--- config.mk ---
export PLATFORM = sky130hd
export DESIGN_NAME = uart_msg_builder
export DESIGN_NICKNAME = d
export VERILOG_FILES = /design/src/rtl/uart_msg_builder.sv
export SDC_FILE = /design/constraint.sdc
export NUM_CORES = 1
export LEC_CHECK = 0
export ABC_AREA = 1
export CORE_MARGIN = 1
export CORE_UTILIZATION = 45
export CTS_CLUSTER_SIZE = 12
export DETAILED_ROUTE_END_ITERATION = 10
export PLACE_DENSITY = 0.88
export SLEW_MARGIN = 20
export SYNTH_ARGS = -nofsm -noshare
export SYNTH_HDL_FRONTEND = slang
export SYNTH_SLANG_ARGS = --single-unit
--- constraint.sdc ---
create_clock -name clk_50M -period 1.8 [get_ports clk_50M]
set_clock_uncertainty 0.1 [all_clocks]
set_input_delay 0.18 -clock clk_50M [delete_from_list [all_inputs] [get_ports clk_50M]]
set_output_delay 0.18 -clock clk_50M [all_outputs]
set_load 0.03 [all_outputs]
--- src/rtl/uart_msg_builder.sv ---
// uart_msg_builder: formats one telemetry message into a 14-byte ASCII frame
// "#T-NN-VVVV-CC\n" and then runs the start/done handshake with the UART
// transmit wrapper. The value is converted to decimal by a sequential
// double-dabble. CC is the XOR of bytes 1..10 as two uppercase hex characters.
//
// Handshake with the transmit wrapper:
//   send_start is a level held high for START_HOLD cycles and then dropped.
//   send_done is a level that the wrapper raises once the frame is out.
//   The first edge that samples send_done high while in WAIT ends the transfer.
//   done then pulses for exactly one cycle.
//   req is a one-cycle strobe. It is honoured only in IDLE; while busy it is dropped.
module uart_msg_builder #(
    parameter int START_HOLD = 32
) (
    input  logic        clk_50M,
    input  logic        reset,
    input  logic        req,
    input  logic [1:0]  msg_type,
    input  logic [3:0]  node_id,
    input  logic [11:0] value,
    input  logic        send_done,
    output logic        send_start,
    output logic [7:0]  data0,
    output logic [7:0]  data1,
    output logic [7:0]  data2,
    output logic [7:0]  data3,
    output logic [7:0]  data4,
    output logic [7:0]  data5,
    output logic [7:0]  data6,
    output logic [7:0]  data7,
    output logic [7:0]  data8,
    output logic [7:0]  data9,
    output logic [7:0]  data10,
    output logic [7:0]  data11,
    output logic [7:0]  data12,
    output logic [7:0]  data13,
    output logic        busy,
    output logic        done,
    output logic [2:0]  state_dbg
);

    typedef enum logic [2:0] {
        S_IDLE  = 3'd0,
        S_CONV  = 3'd1,
        S_ASM   = 3'd2,
        S_CKS   = 3'd3,
        S_FIN   = 3'd4,
        S_START = 3'd5,
        S_WAIT  = 3'd6,
        S_DONE  = 3'd7
    } state_t;

    state_t      state_q;
    logic [1:0]  type_q;
    logic [3:0]  node_q;
    logic [27:0] sr_q;      // {bcd[15:0], binary[11:0]} double-dabble register
    logic [27:0] sr_d;
    logic [15:0] cnt_q;     // shared step counter: CONV shifts, CKS byte index, START hold
    logic [7:0]  cks_q;
    logic [7:0]  cks_byte_d;
    logic [7:0]  frame_q [14];
    logic        send_start_q;
    logic        busy_q;
    logic        done_q;

    // ASCII character for each message type.
    function automatic logic [7:0] type_char(input logic [1:0] t);
        case (t)
            2'd0:    return 8'h53;  // 'S'
            2'd1:    return 8'h50;  // 'P'
            2'd2:    return 8'h44;  // 'D'
            default: return 8'h45;  // 'E'
        endcase
    endfunction

    // Uppercase hex character for one nibble.
    function automatic logic [7:0] hex_char(input logic [3:0] n);
        if (n < 4'd10) return 8'h30 + {4'h0, n};
        else           return 8'h37 + {4'h0, n};
    endfunction

    // One double-dabble step: add 3 to every BCD nibble >= 5, then shift left.
    always_comb begin
        logic [15:0] bcd_adj;
        logic [3:0]  nib;
        bcd_adj = 16'h0000;
        nib     = 4'h0;
        for (int i = 0; i < 4; i++) begin
            nib = sr_q[12 + 4*i +: 4];
            bcd_adj[4*i +: 4] = (nib >= 4'd5) ? nib + 4'd3 : nib;
        end
        sr_d = {bcd_adj[14:0], sr_q[11:0], 1'b0};
    end

    // Selects the frame byte that the checksum accumulates this cycle (index 1..10).
    always_comb begin
        cks_byte_d = 8'h00;
        case (cnt_q[3:0])
            4'd1:    cks_byte_d = frame_q[1];
            4'd2:    cks_byte_d = frame_q[2];
            4'd3:    cks_byte_d = frame_q[3];
            4'd4:    cks_byte_d = frame_q[4];
            4'd5:    cks_byte_d = frame_q[5];
            4'd6:    cks_byte_d = frame_q[6];
            4'd7:    cks_byte_d = frame_q[7];
            4'd8:    cks_byte_d = frame_q[8];
            4'd9:    cks_byte_d = frame_q[9];
            4'd10:   cks_byte_d = frame_q[10];
            default: cks_byte_d = 8'h00;
        endcase
    end

    // Main sequencer: conversion, frame assembly, checksum and wrapper handshake.
    always_ff @(posedge clk_50M) begin
        if (reset) begin
            state_q      <= S_IDLE;
            type_q       <= 2'd0;
            node_q       <= 4'd0;
            sr_q         <= 28'd0;
            cnt_q        <= 16'd0;
            cks_q        <= 8'h00;
            send_start_q <= 1'b0;
            busy_q       <= 1'b0;
            done_q       <= 1'b0;
            for (int i = 0; i < 14; i++) frame_q[i] <= 8'h00;
        end else begin
            done_q <= 1'b0;
            case (state_q)
                S_IDLE: begin
                    if (req) begin
                        type_q  <= msg_type;
                        node_q  <= node_id;
                        sr_q    <= {16'd0, value};
                        cnt_q   <= 16'd0;
                        busy_q  <= 1'b1;
                        state_q <= S_CONV;
                    end
                end
                S_CONV: begin
                    sr_q <= sr_d;
                    if (cnt_q == 16'd11) begin
                        cnt_q   <= 16'd0;
                        state_q <= S_ASM;
                    end else begin
                        cnt_q <= cnt_q + 16'd1;
                    end
                end
                S_ASM: begin
                    frame_q[0]  <= 8'h23;  // '#'
                    frame_q[1]  <= type_char(type_q);
                    frame_q[2]  <= 8'h2D;  // '-'
                    // Node digits come from a compare; node never exceeds 15.
                    frame_q[3]  <= (node_q >= 4'd10) ? 8'h31 : 8'h30;
                    frame_q[4]  <= 8'h30 + {4'h0, (node_q >= 4'd10) ? node_q - 4'd10 : node_q};
                    frame_q[5]  <= 8'h2D;
                    frame_q[6]  <= 8'h30 + {4'h0, sr_q[27:24]};
                    frame_q[7]  <= 8'h30 + {4'h0, sr_q[23:20]};
                    frame_q[8]  <= 8'h30 + {4'h0, sr_q[19:16]};
                    frame_q[9]  <= 8'h30 + {4'h0, sr_q[15:12]};
                    frame_q[10] <= 8'h2D;
                    frame_q[13] <= 8'h0A;
                    cks_q       <= 8'h00;
                    cnt_q       <= 16'd1;
                    state_q     <= S_CKS;
                end
                S_CKS: begin
                    cks_q <= cks_q ^ cks_byte_d;
                    if (cnt_q == 16'd10) begin
                        cnt_q   <= 16'd0;
                        state_q <= S_FIN;
                    end else begin
                        cnt_q <= cnt_q + 16'd1;
                    end
                end
                S_FIN: begin
                    frame_q[11]  <= hex_char(cks_q[7:4]);
                    frame_q[12]  <= hex_char(cks_q[3:0]);
                    send_start_q <= 1'b1;
                    cnt_q        <= 16'd0;
                    state_q      <= S_START;
                end
                S_START: begin
                    if (cnt_q == 16'(START_HOLD - 1)) begin
                        send_start_q <= 1'b0;
                        cnt_q        <= 16'd0;
                        state_q      <= S_WAIT;
                    end else begin
                        cnt_q <= cnt_q + 16'd1;
                    end
                end
                S_WAIT: begin
                    // No timeout: stays here until send_done or reset.
                    if (send_done) begin
                        done_q  <= 1'b1;
                        state_q <= S_DONE;
                    end
                end
                S_DONE: begin
                    busy_q  <= 1'b0;
                    state_q <= S_IDLE;
                end
                default: state_q <= S_IDLE;
            endcase
        end
    end

    assign send_start = send_start_q;
    assign busy       = busy_q;
    assign done       = done_q;
    assign state_dbg  = state_q;
    assign data0      = frame_q[0];
    assign data1      = frame_q[1];
    assign data2      = frame_q[2];
    assign data3      = frame_q[3];
    assign data4      = frame_q[4];
    assign data5      = frame_q[5];
    assign data6      = frame_q[6];
    assign data7      = frame_q[7];
    assign data8      = frame_q[8];
    assign data9      = frame_q[9];
    assign data10     = frame_q[10];
    assign data11     = frame_q[11];
    assign data12     = frame_q[12];
    assign data13     = frame_q[13];

endmodule

==> impl_metrics.py <==
metrics = {
    "detailed_routing": {
        "vias": 4985,
        "detail-route-antenna-nets": 0,
        "first_iter_violations": 316,
        "vias_per_cell": 4.950,
        "drtPass1Iterations": 8,
        "drc": 1,
        "post_drt_wl_per_cell_um": 13.05,
        "postRouteWirelength_um": 13140,
    },
    "outcome": {
        "violations": "design-rule violations, negative setup slack",
        "status": "finished, violations left",
    },
    "floorplan": {
        "core_area_um2": 12260,
        "die_w_um": 115.1,
        "die_area_um2": 13250,
        "initial_utilization_pct": 46.95,
        "ios": 140,
        "row_count": 40,
        "dieHeight_um": 115.1,
    },
    "grt": {
        "grt_first_pass_wirelength_um": 20730,
        "antenna_found_initial": 0,
        "grt_pass1_vias": 4467,
        "grt_max_degree": 36,
        "grt_use_total_pct": 20.22,
        "gr-total-overflow": 0,
    },
    "pwr": {
        "p_leak_nw": 2.954,
        "power_mw": 6.321,
        "powerDensity_nw_per_um2": 900.1,
        "peakVddDrop_uv": 563.2,
    },
    "clock_network": {
        "cts_tree": "done",
        "cts_htree_levels": 3,
        "cts.sinks": 105,
        "root_buffer": "clkbuf_16",
        "clkTransAtPathRegs_ns": 0.07,
        "clockBufferDepth": 2,
        "clkLatencyLatePin_ns": 0.35,
        "cts_buffers": 9,
    },
    "timing": {
        "hold_violations": 0,
        "period_share_pct": 101.6,
        "tns_ns": -0.02837,
        "layout_min_cycle_time_ns": 1.828,
        "setup_slack_ns": -0.02837,
        "finalMaxSlewViolations": 0,
        "setup_viol": 1,
        "grt_setup_unrepaired": "yes",
        "max_clock_freq_ghz": 0.5469,
    },
    "final_layout": {
        "syn_to_final_growth_pct": 22.00,
        "nFillCells": 1068,
        "finalNetCount": 875,
        "mostFrequentLayoutCells": "152 x nand2_1, 86 x nor2_1, 76 x inv_1",
        "layout-drive-gt1-share_pct": 12.75,
        "mostFrequentLayoutCell": "nand2_1",
        "diodes": 0,
        "stdcell_count": 1007,
    },
    "logic_synthesis": {
        "synth.distinct_cells": 35,
        "synth_top_cell_area_share_pct": 22.26,
        "synth-compound-area-share_pct": 10.26,
        "avgSynthCellArea_um2": 7.738,
        "yosysWarnings": 0,
        "netlist_instances": 744,
        "synth_top_family_by_area": "simple AND/OR/NAND/NOR gates",
        "synth_fa_ha_area_share_pct": 4.130,
        "synth_mux_area_share_pct": 0,
        "synth-simple-area-share_pct": 23.56,
        "ys.flop_type": "dfxtp_1",
        "syn_area_um2": 5757,
        "synthTopCellsByArea": "dfxtp_1 22%, edfxtp_1 21%, buf_4 10%",
        "async_reset_ff_share_pct": 0,
        "yosysTopAreaCell": "dfxtp_1",
        "synth_edf_count": 41,
        "synth_xor_area_share_pct": 1.065,
        "ys_ff_latch": 105,
        "yosysSeqAreaShare_pct": 43.64,
    },
    "setup_path": {
        "endpoint_kind": "flip-flop",
        "path_max_fanout": 5,
        "path_class": "reg -> reg",
        "cp_data_arrival_time_ns": 1.97,
        "required_ns": 1.95,
        "startpoint_type": "flip-flop",
    },
    "run": {
        "cap_violations": 0,
    },
    "placement": {
        "dp.cells": 990,
        "io_buffers": 96,
        "routabilityCongestion": 0.9168,
        "place_hpwl_um": 9625,
    },
    "hold_path": {
        "hp-class": "in -> reg",
    },
}
-- worst paths after layout --
path | end | cells past startpoint | slack (ns) | startpoint
max | cks_q[0] | 12 | -0.03 | cnt_q[1]
max reg2reg | cks_q[0] | 12 | -0.03 | cnt_q[1]
min | sr_q[7] | 3 | 0.29 | value[7]
min reg2reg | cks_q[5] | 2 | 0.37 | cks_q[5]
-- metal layers --
layer	up-vias	GRT usage [%]	part of all wire, %
met5	-	0	0
met4	0	10.39	4.3
met3	51	3.690	8.0
met2	242	33.90	47
met1	2229	24.95	41
li1	2463	-	-
-- layout make-up --
type / instances / area (um2) / area share, %
clock buffers: 9 / 225.2 / 3.207
clock inverters: 7 / 53.80 / 0.7661
inverters: 87 / 329.1 / 4.686
multi-input cells: 503 / 2509 / 35.72
flip-flops and latches: 105 / 2524 / 35.93
well taps: 168 / 210.2 / 2.993
repair buffers: 128 / 1172 / 16.69
-- per-stage QoR --
stage | hold WS, ns | cell area [um2] | utilization (%) | setup WS (ns)
floorplan | 0.2083 | 5929 | - | 0.05922
global placement | 0.3460 | 6648 | 54.21 | 0.04800
detailed placement | 0.3537 | 6648 | 54.21 | -0.02732
CTS | 0.2866 | 6923 | 56.46 | 0.007973
global route | 0.3209 | 7023 | 57.28 | -0.1588
finish | 0.2924 | 7023 | 57.28 | -0.02837
-- synth_stat cells (3+ instances only) --
| library cell | instances |
|---|---|
| nand4_1 | 9 |
| nor2_2 | 5 |
| a31oi_1 | 11 |
| dfxtp_1 | 64 |
| ha_1 | 19 |
| nor2_1 | 87 |
| clkbuf_1 | 7 |
| xor2_1 | 7 |
| buf_6 | 3 |
| nor3_1 | 8 |
| nand3_1 | 45 |
| nand2_1 | 154 |
| nand2_2 | 4 |
| a21oi_1 | 49 |
| o21ai_1 | 3 |
| edfxtp_1 | 41 |
| o21ai_0 | 42 |
| inv_1 | 79 |
| inv_2 | 8 |
| buf_2 | 3 |
| buf_4 | 78 |
-- registers in the layout (all words and copies together), names as in the netlist --
name / cells
busy: 1
done: 1
frame_q: 42
state_dbg: 3
cks_q: 7
send_start: 1
cnt_q: 16
type_q: 2
sr_q: 28
node_q: 4
-- repair_timing --
action	in CTS	in global routing
gates resized for setup	11	26
setup buffers	0	1
pin swaps	0	7
setup endpoints to repair	11	37
hold buffers	0	0
-- power by group --
part / total, mW / internal (mW) / switching (mW)
Sequential: 2.80 / 2.66 / 0.138
Clock: 1.86 / 0.951 / 0.907
Combinational: 1.67 / 0.563 / 1.11
-- cells by family (layout without fill, tap and decap cells) --
family          Yosys count  in the layout
compound gates          112            112
other cells               1             45
simple gates            320            320
fa+ha+maj                19             19
xor+xnor                  7              7
buf+inv                 180            231
flops                   105            105
-- critical path: stages, from the launching register on --
cell	delay, ns
dfxtp_4	0.37
buf_4	0.16
inv_4	0.07
ha_4	0.13
inv_2	0.06
nor3_4	0.25
nand2_1	0.09
nand2_1	0.09
nor2_1	0.06
nand3_1	0.13
nand3_1	0.09
nand3_1	0.07
nor2_1	0.04
No activity file was read; power rests on OpenSTA's default activity.
